$ cat src/rtl/act_fun_scheduler.sv
// act_fun_scheduler
// Shares one fixed-point tanh unit across the NUM_INPUTS pre-activation values of a layer.
// A START in IDLE captures the whole input vector; operands are then issued one at a time,
// each held stable until its result strobe returns, and the results land in an output bank.
// DONE pulses at batch end; ERROR flags a batch aborted by an activation timeout.
//
// Ports:
//   CLK, RSTN          clock (rising edge), synchronous active-low reset
//   START              begin a batch (IDLE only)
//   VALUES_IN          packed input vector, element i at [i*WIDTH +: WIDTH]
//   VALUES_OUT         packed activated results, same packing
//   BUSY               state != IDLE
//   DONE               one-cycle end-of-batch pulse (normal or aborted)
//   ERROR              sticky timeout flag, cleared by the next accepted START
//   ACT_VALUE_OUT      operand to the activation unit
//   ACT_VALID_OUT      one-cycle issue strobe to the activation unit
//   ACT_VALUE_IN       result from the activation unit
//   ACT_VALID_IN       result strobe from the activation unit
module act_fun_scheduler #(
    parameter int unsigned WIDTH          = 16,
    parameter int unsigned FRAC_BITS      = 13,
    parameter int unsigned NUM_INPUTS     = 8,
    parameter int unsigned TIMEOUT_CYCLES = 15
) (
    input  logic                        CLK,
    input  logic                        RSTN,
    input  logic                        START,
    input  logic [NUM_INPUTS*WIDTH-1:0] VALUES_IN,
    output logic [NUM_INPUTS*WIDTH-1:0] VALUES_OUT,
    output logic                        BUSY,
    output logic                        DONE,
    output logic                        ERROR,
    output logic [WIDTH-1:0]            ACT_VALUE_OUT,
    output logic                        ACT_VALID_OUT,
    input  logic [WIDTH-1:0]            ACT_VALUE_IN,
    input  logic                        ACT_VALID_IN
);

    localparam int unsigned IdxW = (NUM_INPUTS > 1) ? $clog2(NUM_INPUTS) : 1;
    localparam int unsigned CntW = $clog2(TIMEOUT_CYCLES + 1);

    // Values are passed through untouched; FRAC_BITS only has to describe a legal format.
    if (NUM_INPUTS < 1 || TIMEOUT_CYCLES < 1 || FRAC_BITS > WIDTH) begin : g_param_check
        $error("act_fun_scheduler: illegal parameter set");
    end

    typedef enum logic [1:0] {StIdle, StIssue, StWait, StFinish} state_e;

    state_e            state_q, state_d;
    logic [IdxW-1:0]   idx_q, idx_d;
    logic [CntW-1:0]   cnt_q, cnt_d;
    logic [WIDTH-1:0]  opnd_q [NUM_INPUTS];
    logic [WIDTH-1:0]  opnd_d [NUM_INPUTS];
    logic [WIDTH-1:0]  res_q  [NUM_INPUTS];
    logic [WIDTH-1:0]  res_d  [NUM_INPUTS];
    logic              err_q, err_d;
    logic              done_q, done_d;
    logic [WIDTH-1:0]  act_value_q, act_value_d;
    logic              act_valid_q, act_valid_d;

    logic last_elem;
    logic timed_out;

    assign last_elem = (idx_q == IdxW'(NUM_INPUTS - 1));
    assign timed_out = (cnt_q == CntW'(TIMEOUT_CYCLES));

    // State register
    always_ff @(posedge CLK) begin
        if (!RSTN) begin
            state_q <= StIdle;
        end else begin
            state_q <= state_d;
        end
    end

    // Next-state logic; a result strobe takes priority over a simultaneous timeout
    always_comb begin
        state_d = state_q;
        unique case (state_q)
            StIdle:   if (START) state_d = StIssue;
            StIssue:  state_d = StWait;
            StWait: begin
                if (ACT_VALID_IN) begin
                    state_d = last_elem ? StFinish : StIssue;
                end else if (timed_out) begin
                    state_d = StFinish;
                end
            end
            StFinish: state_d = StIdle;
            default:  state_d = StIdle;
        endcase
    end

    // Output / datapath next-state; every output is registered, so strobes are
    // computed from the state being entered rather than the current one.
    always_comb begin
        idx_d       = idx_q;
        cnt_d       = cnt_q;
        opnd_d      = opnd_q;
        res_d       = res_q;
        err_d       = err_q;
        act_value_d = act_value_q;
        act_valid_d = (state_d == StIssue);
        done_d      = (state_d == StFinish);

        unique case (state_q)
            StIdle: begin
                if (START) begin
                    for (int i = 0; i < int'(NUM_INPUTS); i++) begin
                        opnd_d[i] = VALUES_IN[i*WIDTH +: WIDTH];
                        res_d[i]  = '0;
                    end
                    err_d       = 1'b0;
                    idx_d       = '0;
                    // Bank is being loaded this same edge, so take element 0 from the input
                    act_value_d = VALUES_IN[WIDTH-1:0];
                end
            end
            StIssue: begin
                cnt_d = '0;
            end
            StWait: begin
                if (ACT_VALID_IN) begin
                    res_d[idx_q] = ACT_VALUE_IN;
                    if (!last_elem) begin
                        idx_d       = idx_q + IdxW'(1);
                        act_value_d = opnd_q[idx_d];
                    end
                end else if (timed_out) begin
                    err_d = 1'b1;
                end else begin
                    cnt_d = cnt_q + CntW'(1);
                end
            end
            StFinish: ;
            default: ;
        endcase
    end

    // Datapath and output registers
    always_ff @(posedge CLK) begin
        if (!RSTN) begin
            idx_q       <= '0;
            cnt_q       <= '0;
            err_q       <= 1'b0;
            done_q      <= 1'b0;
            act_value_q <= '0;
            act_valid_q <= 1'b0;
            for (int i = 0; i < int'(NUM_INPUTS); i++) begin
                opnd_q[i] <= '0;
                res_q[i]  <= '0;
            end
        end else begin
            idx_q       <= idx_d;
            cnt_q       <= cnt_d;
            err_q       <= err_d;
            done_q      <= done_d;
            act_value_q <= act_value_d;
            act_valid_q <= act_valid_d;
            opnd_q      <= opnd_d;
            res_q       <= res_d;
        end
    end

    for (genvar g = 0; g < int'(NUM_INPUTS); g++) begin : g_pack
        assign VALUES_OUT[g*WIDTH +: WIDTH] = res_q[g];
    end

    assign BUSY          = (state_q != StIdle);
    assign DONE          = done_q;
    assign ERROR         = err_q;
    assign ACT_VALUE_OUT = act_value_q;
    assign ACT_VALID_OUT = act_valid_q;

endmodule

$ cat config.mk
export PLATFORM = sky130hd
export DESIGN_NAME = act_fun_scheduler
export DESIGN_NICKNAME = d
export VERILOG_FILES = /design/src/rtl/act_fun_scheduler.sv
export SDC_FILE = /design/constraint.sdc
export NUM_CORES = 1
export LEC_CHECK = 0
export BUFFER_PORTS_ARGS = -buffer_cell sky130_fd_sc_hd__clkbuf_2
export CORE_MARGIN = 2
export CORE_UTILIZATION = 48
export CTS_CLUSTER_SIZE = 12
export DETAILED_ROUTE_END_ITERATION = 8
export GPL_TIMING_DRIVEN = 0
export PLACE_DENSITY = 0.76
export SLEW_MARGIN = 20
export SYNTH_ARGS = -nofsm -noshare
export SYNTH_HDL_FRONTEND = slang
export SYNTH_SLANG_ARGS = --single-unit
export TNS_END_PERCENT = 1
$ cat constraint.sdc
create_clock -name CLK -period 2 [get_ports CLK]
set_input_delay 0.4 -clock CLK [delete_from_list [all_inputs] [get_ports CLK]]
set_output_delay 0.4 -clock CLK [all_outputs]
set_load 0.01 [all_outputs]
==> flow_summary_export.csv <==
group,metric,value,unit
status,status,"complete, but fails checks",
status,violations,"setup timing",
synth,async_flop_share,0,%
floorplanning,start_util,49.3,%
clock_tree,root_buffer,"clkbuf_16",
floorplanning,io_pins,296,
critical_path,crit_chain,"ha_4 -> buf_2 -> buf_2 -> mux4_2 -> mux2i_1 -> o221ai_1",
timing,period_share,103,%
min_path,hp-class,"primary input to flip-flop",
critical_path,crit_family,"buffers and inverters",
route,top_layer,"met4",
pwr,leakagePower,5.81,nW
critical_path,crit_end,"ACT_VALUE_OUT[7]$_SDFFE_PN0P_",
timing,setup_viol,15,
grt,grt_pass1_vias,10325,
route,drtIter0Drc,905,
floorplanning,die_w,160,um
pwr,ir_drop,0.555,mV
critical_path,critical_path_depth,6,
clock_tree,clkTransAtPathRegs,0.06,ns
critical_path,critPathArrivalTime,2.45,ns
placed_design,gp_congestion,0.855,
run,drv_cap,0,
synth,ys_seq_area_share,48.9,%
synth,synth-edff-count,0,
synth,netlist_instances,1273,
synth,synth_flop_cell,"dfxtp_1",
final_layout,fin_area,14600,sq um
timing,drv_slew,0,
synth,ys_types,45,
critical_path,reg2reg_slack,-0.05,ns
route,met2_length,17300,um
timing,max_slew_margin,53.5,%
final_layout,n_antenna_cell,0,
synth,yosys_warnings,0,
route,ant_nets,0,
timing,rsz0062_at_grt,"yes",
route,dr_wl_met3,3040,um
clock_tree,cts.sinks,284,
final_layout,final_nets,1758,
final_layout,stdcell_count,1939,
synth,syn_avg_cell_area,9.14,sq um
route,vias,10844,
critical_path,cp_max_fo,10,
critical_path,cp_num_buf_inv,2,
grt,grt_usage,27.5,%
floorplanning,core_region_area,23600,sq um
critical_path,critPathLaunchType,"flip-flop",
synth,synth_seq_cells,284,
critical_path,crit_top_cell,"buf_2",
timing,finClkSkew,0.0157,ns
route,drc,0,
synth,synth_fp_nets,1424,
placed_design,place.port_buffers,295,
route,vias_per_cell,5.59,
placed_design,place_area,13500,sq um
critical_path,path_class,"flip-flop to flip-flop",
grt,grt-ovfl-total,0,
final_layout,syn_to_final_growth,25.0,%
final_layout,final_cell_mix,"nand2_1 (311), clkbuf_2 (305), dfxtp_1 (281)",
final_layout,drive_above_1_share,28.8,%
pwr,pwr_density_cell,833,nW/um^2
synth,syn_area,11600,sq um
critical_path,r2r_start,"idx_q[0]$_SDFFE_PN0P_",
floorplanning,die_height,160,um
pwr,total_power,12.1,mW
critical_path,reg2reg_depth,6,
grt,antenna_found_initial,0,
timing,tightest_slew,0.698,ns
clock_tree,clock_latency,0.55,ns
floorplanning,rows,56,
timing,fin_crit,2.05,ns
clock_tree,cts-htree-levels,1,
clock_tree,cts_tree,"yes",
critical_path,critPathMaxStageDelay,0.40,ns
timing,setup_slack,-0.0536,ns
critical_path,startpoint,"idx_q[0]$_SDFFE_PN0P_",
route,post_drt_wl_per_cell,18.8,um
floorplanning,die_area,25500,sq um
clock_tree,numCtsBuffers,29,
placed_design,post-dp-hpwl,27200,um
route,firstDrtPassIters,5,
critical_path,critPathCaptureType,"flip-flop",
placed_design,dp_cells,1887,
timing,hold_viol_final,0,
timing,timing.fmax,0.487,GHz
critical_path,slowest_stage,"mux4_2",
final_layout,final_common_cell,"nand2_1",
critical_path,crit_required,2.40,ns
critical_path,r2r_end,"ACT_VALUE_OUT[7]$_SDFFE_PN0P_",
route,routed_wl,36400,um
clock_tree,cts.path.max_buffers,3,
route,drt-met1-wl,14500,um
grt,grt_first_pass_wirelength,56000,um
final_layout,fillers,2090,
grt,grt_max_degree,20,
## what timing repair did
item                       in CTS  in global routing
setup endpoints to repair      17                 71
pin swaps                       0                  5
gates resized for setup        22                 19
cloned                          2                  1
setup buffers                   8                  0
hold buffers                    0                  0
## final cells by class
cell class                      count  area, sq um  share of cell area [%]
Sequential cell                   284         5690                    39.1
Multi-Input combinational cell    862         5400                    37.1
Timing Repair Buffer              304         1580                    10.9
Clock buffer                       39          793                    5.45
Buffer                            123          647                    4.45
Tap cell                          319          399                    2.74
Clock inverter                      5         25.0                   0.172
Inverter                            3         11.3                  0.0774
## routing by layer
layer  global-route usage, %  vias to the layer above
met5                       0                        -
met4                    11.1                        0
met3                    4.78                       93
met2                    47.2                      508
met1                    34.3                     5049
li1                        -                     5194
## how the worst min path moves through the flow
stage,end,cells after the start,from
6_report,opnd_q[67]$_SDFFE_PN0P_,3,VALUES_IN[51]
5_1_grt,opnd_q[59]$_SDFFE_PN0P_,3,VALUES_IN[75]
4_1_cts,opnd_q[67]$_SDFFE_PN0P_,3,VALUES_IN[51]
3_5_place_dp,opnd_q[113]$_SDFFE_PN0P_,2,opnd_q[113]$_SDFFE_PN0P_
3_3_place_gp,opnd_q[60]$_SDFFE_PN0P_,2,opnd_q[60]$_SDFFE_PN0P_
2_1_floorplan,opnd_q[64]$_SDFFE_PN0P_,2,opnd_q[64]$_SDFFE_PN0P_
## sequential cells by signal, summed over array words and instances (netlist names), 2 cells and up
name and count:
ACT_VALUE_OUT 16, VALUES_OUT 128, cnt_q 4, idx_q 3, opnd_q 128, state_q 2
## cell usage after synthesis (18+ instances only)
cell	n	share of area, %
mux4_2	32	6.2
buf_2	66	2.8
nand4_1	18	0.97
clkbuf_1	49	1.6
dfxtp_1	284	49
a21boi_0	106	6.8
o21ai_0	19	0.82
nand2_1	311	10
o31ai_1	96	6.2
nand3_1	149	6.4
a21boi_1	24	1.5
## metrics by stage
stage / setup slack (ns) / utilization (%) / hold WS, ns / setup TNS [ns]
2_1_floorplan: 0.0235 / - / 0.432 / 0
3_3_place_gp: -0.347 / 57.3 / 0.441 / -4.45
3_5_place_dp: -0.380 / 57.3 / 0.445 / -4.62
4_1_cts: -0.0652 / 61.7 / 0.0671 / -0.634
5_1_grt: -0.143 / 61.6 / 0.0904 / -1.40
6_report: -0.0536 / 61.6 / 0.0731 / -0.355
## where the power goes
part | internal (mW) | switching (mW)
Clock | 2.73 | 2.15
Sequential | 5.87 | 0.129
Combinational | 0.475 | 0.769
## cells by family (layout without fill, tap and decap cells)
group,after synthesis,after routing,synth area share (%)
simple gates,518,518,19.9
compound gates,291,291,18.1
flops,284,284,48.9
buf+inv,127,474,5.06
mux,50,50,7.75
fa+ha+maj,3,3,0.323
## worst register-to-register path: stages (launching register included)
cell and delay, ns:
dfxtp_4 0.35, ha_4 0.25, buf_2 0.25, buf_2 0.34, mux4_2 0.41, mux2i_1 0.17, o221ai_1 0.14
(Power assumes the default switching activity.)
